--- src/rtl/cursor_ctrl.sv ---
// Grid cursor driven by held direction levels with per-axis auto-repeat.
// Click edges latch the pre-move cursor position as a selection.
module cursor_axis #(
  parameter int N    = 20,
  parameter int INIT = 7,
  parameter int WRAP = 0,
  parameter int RD   = 25000000,
  parameter int RR   = 5000000,
  parameter int W    = 5
) (
  input  logic         clk,
  input  logic         rst,
  input  logic         run,
  input  logic         neg,
  input  logic         pos,
  output logic [W-1:0] coord,
  output logic         chg
);
  localparam int CW = $clog2((RD > RR ? RD : RR) + 1);
  localparam logic [W-1:0] MAX = W'(N - 1);
  localparam logic [W-1:0] INIT_C = W'(INIT);
  localparam logic [CW-1:0] LD_DELAY = CW'(RD - 1);
  localparam logic [CW-1:0] LD_RATE = CW'(RR - 1);

  typedef enum logic [1:0] {IDLE, HOLD, REPEAT} state_t;
  typedef enum logic [1:0] {D_NONE, D_NEG, D_POS} dir_t;

  state_t        state;
  dir_t          dir;
  dir_t          last;
  logic [CW-1:0] cnt;
  logic [W-1:0]  nxt;
  logic          press;

  always_comb begin
    dir = D_NONE;
    unique case (1'b1)
      (neg & ~pos): dir = D_NEG;
      (pos & ~neg): dir = D_POS;
      default:      dir = D_NONE;
    endcase
  end

  // Edge test happens before the add/subtract, so no modular overflow.
  always_comb begin
    nxt = coord;
    if (dir == D_NEG)
      nxt = (coord == '0) ? ((WRAP != 0) ? MAX : coord)
                          : coord - W'(1);
    else if (dir == D_POS)
      nxt = (coord == MAX) ? ((WRAP != 0) ? '0 : coord)
                           : coord + W'(1);
  end

  assign press = (dir != D_NONE) &&
                 ((state == IDLE) || (dir != last));

  always_ff @(posedge clk or negedge rst) begin
    if (!rst) begin
      state <= IDLE;
      last  <= D_NONE;
      cnt   <= '0;
      coord <= INIT_C;
      chg   <= 1'b0;
    end else begin
      chg <= 1'b0;
      if (run) begin
        if (dir == D_NONE) begin
          state <= IDLE;
          last  <= D_NONE;
          cnt   <= '0;
        end else if (press) begin
          coord <= nxt;
          chg   <= (nxt != coord);
          cnt   <= LD_DELAY;
          last  <= dir;
          state <= HOLD;
        end else if (cnt == '0) begin
          coord <= nxt;
          chg   <= (nxt != coord);
          cnt   <= LD_RATE;
          state <= REPEAT;
        end else begin
          cnt <= cnt - CW'(1);
        end
      end
    end
  end
endmodule

module cursor_ctrl #(
  parameter int COLS         = 20,
  parameter int ROWS         = 15,
  parameter int INIT_X       = 7,
  parameter int INIT_Y       = 7,
  parameter int WRAP         = 0,
  parameter int REPEAT_DELAY = 25000000,
  parameter int REPEAT_RATE  = 5000000,
  parameter int XW           = 5,
  parameter int YW           = 5
) (
  input  logic          clk,
  input  logic          rst,
  input  logic          left,
  input  logic          right,
  input  logic          up,
  input  logic          down,
  input  logic          click,
  output logic [XW-1:0] cur_x,
  output logic [YW-1:0] cur_y,
  output logic          moved,
  output logic          sel_valid,
  output logic [XW-1:0] sel_x,
  output logic [YW-1:0] sel_y,
  output logic [3:0]    at_edge
);
  localparam logic [XW-1:0] XMAX = XW'(COLS - 1);
  localparam logic [YW-1:0] YMAX = YW'(ROWS - 1);

  logic [1:0] sync;
  logic       run;
  logic       x_chg;
  logic       y_chg;
  logic       click_q;

  // Two-stage release keeps the FSMs idle until reset exit is clean.
  always_ff @(posedge clk or negedge rst) begin
    if (!rst) sync <= '0;
    else      sync <= {sync[0], 1'b1};
  end

  assign run = sync[1];

  cursor_axis #(
    .N(COLS), .INIT(INIT_X), .WRAP(WRAP),
    .RD(REPEAT_DELAY), .RR(REPEAT_RATE), .W(XW)
  ) u_x (
    .clk(clk), .rst(rst), .run(run),
    .neg(left), .pos(right),
    .coord(cur_x), .chg(x_chg)
  );

  cursor_axis #(
    .N(ROWS), .INIT(INIT_Y), .WRAP(WRAP),
    .RD(REPEAT_DELAY), .RR(REPEAT_RATE), .W(YW)
  ) u_y (
    .clk(clk), .rst(rst), .run(run),
    .neg(up), .pos(down),
    .coord(cur_y), .chg(y_chg)
  );

  assign moved = x_chg | y_chg;

  always_ff @(posedge clk or negedge rst) begin
    if (!rst) begin
      click_q   <= 1'b0;
      sel_valid <= 1'b0;
      sel_x     <= '0;
      sel_y     <= '0;
    end else begin
      sel_valid <= 1'b0;
      if (run) begin
        click_q <= click;
        if (click & ~click_q) begin
          sel_valid <= 1'b1;
          sel_x     <= cur_x;
          sel_y     <= cur_y;
        end
      end
    end
  end

  assign at_edge = {cur_x == '0, cur_x == XMAX,
                    cur_y == '0, cur_y == YMAX};
endmodule

--- config.mk ---
export PLATFORM = sky130hd
export DESIGN_NAME = cursor_ctrl
export DESIGN_NICKNAME = d
export VERILOG_FILES = /design/src/rtl/cursor_ctrl.sv
export SDC_FILE = /design/constraint.sdc
export NUM_CORES = 1
export LEC_CHECK = 0
export BUFFER_PORTS_ARGS = -buffer_cell sky130_fd_sc_hd__buf_2
export CORE_UTILIZATION = 38
export DETAILED_ROUTE_END_ITERATION = 12
export PLACE_DENSITY_LB_ADDON = 0.1
export SLEW_MARGIN = 20
export SYNTH_ARGS = -nofsm -noshare
export SYNTH_HDL_FRONTEND = slang
export SYNTH_SLANG_ARGS = --single-unit
--- constraint.sdc ---
create_clock -name clk -period 5.7 [get_ports clk]
set_input_delay 1.14 -clock clk [delete_from_list [all_inputs] [get_ports clk]]
set_output_delay 1.14 -clock clk [all_outputs]
set_load 0.03 [all_outputs]
==> flow_summary.ini, run 1 <==
[run_status]
outcome = complete, no violations

[power]
p_comb_share_pct = 29.6
p_clk_share_pct = 28.1
switching_power_uw = 755
cellPowerDensity_nw_per_um2 = 374
peakVddDrop_v = 0.000231
p_leak_nw = 2.35
switching_share_pct = 37.2
pwr-share-seq_pct = 42.3
p_total_mw = 2.03
intPower_mw = 1.28

[clock_tree]
cts_tree = yes
path_clk_slew_ns = 0.06
numCtsBuffers = 9
htree_num_levels = 3
clock_path_buffers = 2
clkLatencyLatePin_ns = 0.35
cts.sink_count = 84
cts_resized = 0
root_buffer = clkbuf_16
hold_buffers = 0
cts_setup_buffers = 0

[floorplan]
dieArea_um2 = 13300
coreArea_um2 = 12300
row_count = 40
die_w_um = 115
ios = 33
die_h_um = 115
initial_core_util_pct = 39.7

[worst_setup_path]
arrival_ns = 2.12
worstPathMaxFanout = 7
criticalPathCategory = flip-flop to primary output
required_ns = 4.56
worst-r2r-setup-slack_ns = 2.80
r2r-end = u_y.coord[1]
r2r_start = u_y.cnt[0]
crit_path_start_kind = flip-flop
cp-end-kind = primary output
r2r.worst_path.cells = 7

[layout]
multi_input_area_um2 = 2520
final_common_cell = dfrtp_1
postLayoutCoreUtil_pct = 44.3
fill_cells = 1229
area_delta_synth_final_pct = 11.6
nNetsFinal = 569
diodes = 0
layout_common_cells = 77 x dfrtp_1, 45 x nand2_1, 40 x nor2_1, 36 x o21ai_0, 32 x inv_1
final_area_um2 = 5430
drive_above_1_share_pct = 13.4
register_area_um2 = 2110

[grt]
grt_start_max_net_pins = 63
grt_pass1_vias = 4025
grt_first_pass_wirelength_mm = 20.3
groute.usage.overall_pct = 19.7
grt_overflow_total = 0
antenna_found_initial = 0

[yosys]
synth-simple-area-share_pct = 22.6
synth_seq_area_share_pct = 43.4
synth_seq_cells = 84
synthArstFlopShare_pct = 100
synth_compound_area_share_pct = 20.5
synthAdderAreaFrac_pct = 3.60
synthCells = 527
syn_nets = 548
ys_warn_count = 0
syn_area_um2 = 4860
synth_flop_cell = dfrtp_1
synth_top_family_by_area = simple AND/OR/NAND/NOR gates
synthDistinctLibCells = 67
synth_xor_area_share_pct = 3.24
avgSynthCellArea_um2 = 9.23
synth_mux_area_share_pct = 1.78
synth_enable_flop_cells = 0

[sta]
drv_slew = 0
fin_setup_tns_ns = 0
grt_setup_unrepaired = false
hold_violations = 0
finClkSkew_ns = 0.00713
min_period_over_period_pct = 57.2
holdWs_ns = 0.354
relSlewSlack_pct = 43.3
setup_violations = 0
period_needed_ns = 3.26
tightest_slew_ns = 0.842
fmax_mhz = 307

[detailed_routing]
dr_wl_met3_um = 456
maxUsedRoutingLayer = met4
routedWlPerCell_um = 16.4
drt_pass1_iterations = 5
vias_per_cell = 5.71
vias = 4119
drc = 0
ant_nets = 0
wl_mm = 11.8
drt_first_iter_violations = 351
met2_length_mm = 5.50
drt-met1-wl_mm = 5.56

[place]
io_buffers = 32
gp_congestion = 0.845
hpwl_mm = 7.94
place_area_um2 = 5150

[hold_path]
min_from = sync[0]
min_path_type = flip-flop to flip-flop
holdPathEnd = sync[1]
whs_path_depth = 0

[flow_run]
cap_violations = 0
==> power groups by stage <==
| stage | sequential, mW | clock (mW) | combinational [mW] |
|---|---|---|---|
| final | 0.859 | 0.570 | 0.602 |
| after global routing | 0.884 | 0.616 | 0.668 |
| after CTS | 0.859 | 0.592 | 0.604 |
| after detailed placement | 0.869 | 0 | 0.601 |
| after global placement | 0.864 | 0 | 0.596 |
| after floorplan | 0.918 | 0 | 0.376 |
==> logic make-up after synthesis <==
| logic type | Yosys count |
|---|---|
| and+or+nand+nor | 199 |
| AOI/OAI and AO/OA | 146 |
| DFF | 84 |
| buffers and inverters | 57 |
| xor gates and xnor gates | 18 |
| adders and majority gates | 14 |
| muxes | 8 |
| other | 1 |
==> state kept, by name, summed over array words and instances (netlist names) <==
name	count
sync	2
u_x.coord	5
u_x.last	2
u_y.last	2
sel_y	5
u_x.cnt	25
u_x.chg	1
sel_x	5
click_q	1
u_y.chg	1
sel_valid	1
u_y.state	2
u_y.coord	5
u_x.state	2
u_y.cnt	25
==> critical path, cell delays in order, from the launching register on <==
cell and delay, ns:
dfstp_2 0.61, ha_1 0.24, nor4bb_1 0.61, buf_2 0.32
==> layer usage <==
metal	track usage (%)	vias to the layer above
met1	26.8	2029
met3	4.01	27
met4	9.44	0
met2	30.1	81
li1	-	1982
met5	0	-
==> cells in the mapped netlist, drive strengths merged, types with 10 or more instances <==
library cell	number	area (um2)
a21oi	21	109
a31oi	17	106
clkbuf	18	67.6
dfrtp	78	1950
ha	14	175
inv	32	120
nand2	45	169
nand3	16	80.1
nand4	11	68.8
nor2	41	161
nor3	15	80.1
nor4	13	109
o21a	10	75.1
o21ai	37	185
o22a	10	87.6
o31ai	10	88.8
or4	12	97.6
xor2	10	87.6
==> worst max-delay path by stage <==
| stage | startpoint | endpoint | slack, ns | cells after the start |
|---|---|---|---|---|
| 4_1_cts | u_x.coord[0] | at_edge[2] | 2.43 | 3 |
| 2_1_floorplan | u_x.coord[0] | at_edge[2] | 2.48 | 2 |
| 3_3_place_gp | up | u_y.cnt[11] | 2.32 | 8 |
| 6_report | u_x.coord[0] | at_edge[2] | 2.44 | 3 |
| 5_1_grt | u_x.coord[0] | at_edge[2] | 2.36 | 3 |
| 3_5_place_dp | up | u_y.cnt[11] | 2.23 | 8 |
==> final cells by class <==
| cell class | instances | area share, % |
|---|---|---|
| tap | 168 | 3.87 |
| sequential | 84 | 38.9 |
| timing repair buffer | 35 | 3.41 |
| clock buffer | 13 | 4.43 |
| inverter | 32 | 2.21 |
| multi-input combinational | 386 | 46.4 |
| clock inverter | 3 | 0.738 |
==> metrics by stage <==
step | cells | setup WS [ns]
after detailed placement | 705 | 2.23
after global routing | 721 | 2.36
after CTS | 721 | 2.43
final | 721 | 2.44
after floorplan | 527 | 2.48
after global placement | 705 | 2.32
Power figures use the tool's default switching activity.
==> run 2, diff against run 1 <==
- ABC_AREA: default -> 1
- clock period: 5.7 -> 2.7 ns (I/O delays scaled with it)
==> flow_summary.ini, run 2 <==
[clock_tree]
cts.sink_count = 84
root_buffer = clkbuf_16
numCtsBuffers = 9
cts_resized = 0
clock_path_buffers = 2
htree_num_levels = 3
hold_buffers = 0
cts_setup_buffers = 0
path_clk_slew_ns = 0.07
clkLatencyLatePin_ns = 0.34
cts_tree = yes

[floorplan]
coreArea_um2 = 13400
initial_core_util_pct = 39.4
ios = 33
die_w_um = 120
dieArea_um2 = 14400
row_count = 42
die_h_um = 120

[yosys]
synthDistinctLibCells = 39
synth_flop_cell = dfrtp_1
synthCells = 711
synth_largest_area_cell = dfrtp_1
syn_area_um2 = 5280
yosysMostFrequentCell = nand2_1
yosys-top-cells-count = 196 x nand2_1, 100 x nor2_1, 78 x dfrtp_1
synthArstFlopShare_pct = 100
synthDominantCellAreaShare_pct = 37.0
avgSynthCellArea_um2 = 7.42
synth_enable_flop_cells = 0
ys_warn_count = 0
synth_seq_area_share_pct = 40.0
synthTopCellsByArea = dfrtp_1 37%, nand2_1 14%, nor2_1 7.1%
synth_seq_cells = 84
syn_nets = 732

[worst_setup_path]
required_ns = 2.16
cp-end-kind = primary output
worstPathMaxFanout = 7
max_stage_delay_ns = 0.62
criticalPathCategory = flip-flop to primary output
crit_chain = inv_1 -> ha_1 -> nand3_1 -> inv_1 -> buf_2
crit_top_cell = inv_1
arrival_ns = 1.82
slowest_stage = dfstp_2
crit_path_start_kind = flip-flop

[grt]
busiest_layer = met2
use_met1_pct = 26.7
groute.usage.overall_pct = 18.6
grt_start_max_net_pins = 85
grt_pass1_vias = 4304
met3_usage_pct = 2.90
grt_first_pass_wirelength_mm = 21.2
grt_overflow_total = 0
antenna_found_initial = 0
grt_use_met2_pct = 28.3

[sta]
grt_setup_unrepaired = false
drv_slew = 0
finClkSkew_ns = 0.0100
hold_violations = 0
setup_violations = 0
fin_setup_tns_ns = 0
min_period_over_period_pct = 87.3
fmax_mhz = 424
holdWs_ns = 0.207
period_needed_ns = 2.36

[layout]
fill_cells = 1366
diodes = 0
area_delta_synth_final_pct = 11.8
final_common_cell = nand2_1
layout_common_cells = 196 x nand2_1, 100 x nor2_1, 78 x dfrtp_1, 72 x inv_1, 45 x nand3_1
register_area_um2 = 2110
multi_input_area_um2 = 2780
top_regs = u_x.cnt (25), u_y.cnt (25)
nNetsFinal = 767
drive_above_1_share_pct = 14.0

[power]
p_leak_nw = 2.93
peakVddDrop_v = 0.000299
cellPowerDensity_nw_per_um2 = 925

[detailed_routing]
routedWlPerCell_um = 13.2
wl_mm = 12.2
drt_first_iter_violations = 360
ant_nets = 0
vias = 4561
drc = 0
vias_per_cell = 4.92
drt_pass1_iterations = 5

[place]
hpwl_mm = 9.00
gp_congestion = 0.923
io_buffers = 32

[hold_path]
min_path_type = input port to async pin

[run_status]
outcome = complete, no violations

[flow_run]
cap_violations = 0
run 2: cell types whose count changed in the layout (fill, tap and decap cells not counted), moves of 10 or more:
cell,delta
a31oi_1,-17
inv_1,+40
nand2_1,+151
nand2_2,+10
nand3_1,+29
nor2_1,+60
nor4_1,-10
o21a_1,-10
o22a_1,-10
or4_1,-10
xor2_1,+22
run 2: logic make-up (layout without fill, tap and decap cells):
family	after synthesis	in the layout	synth area share [%]
AOI/OAI and AO/OA	79	79	8.75
xor gates and xnor gates	40	40	6.64
adders and majority gates	14	14	3.32
buffers and inverters	91	131	7.42
DFF	84	84	40.0
other	1	1	0.0711
and+or+nand+nor	402	402	33.8
run 2: power breakdown:
part	internal (mW)	total, mW	switching (mW)
sequential	1.61	1.98	0.371
clock	0.634	1.18	0.541
combinational	0.761	2.30	1.53
total	3.01	5.45	2.45
run 2: critical path: cells and delay by family (launching register included):
kind	cells	cell delay, ns
buffers and inverters	3	0.43
flip-flops	1	0.62
AND/OR/NAND/NOR	1	0.15
adder cells (fa/ha/maj)	1	0.27
run 2: metrics by stage:
stage / std cells / total power, mW / instance area [um2] / setup slack (ns) / util, %
final: 927 / 5.45 / 5900 / 0.343 / 44.0
after global routing: 927 / 5.91 / 5900 / 0.205 / 44.0
after CTS: 927 / 5.51 / 5900 / 0.316 / 44.0
after detailed placement: 911 / 4.30 / 5620 / 0.559 / 41.9
after global placement: 911 / 4.29 / 5620 / 0.620 / 41.9
after floorplan: 711 / 3.70 / 5280 / 0.571 / -
run 2: layout make-up:
cell class                      count  share of cell area [%]
Multi-Input combinational cell    536                    47.1
Sequential cell                    84                    35.8
Inverter                           78                    5.05
Clock buffer                        9                    3.82
Tap cell                          176                    3.73
Timing Repair Buffer               37                    3.61
Clock inverter                      7                   0.976
run 2: worst paths after layout:
check,cells after the start,start,endpoint,slack [ns]
setup / recovery,5,u_y.coord[0],at_edge[1],0.34
hold / removal,2,rst,u_x.last[0],0.21
setup reg to reg,11,u_x.cnt[0],u_x.cnt[6],0.79
hold reg to reg,0,sync[0],sync[1],0.36
max in group asynchronous,2,rst,u_x.coord[2],2.08
min in group clk,0,sync[0],sync[1],0.36
run 2: layer usage:
layer,vias up,part of all wire (%),wire length (um)
met3,10,3.8,465
met5,-,0,0
met4,0,1.2,142
met1,2116,50,6150
met2,102,45,5480
li1,2333,-,-
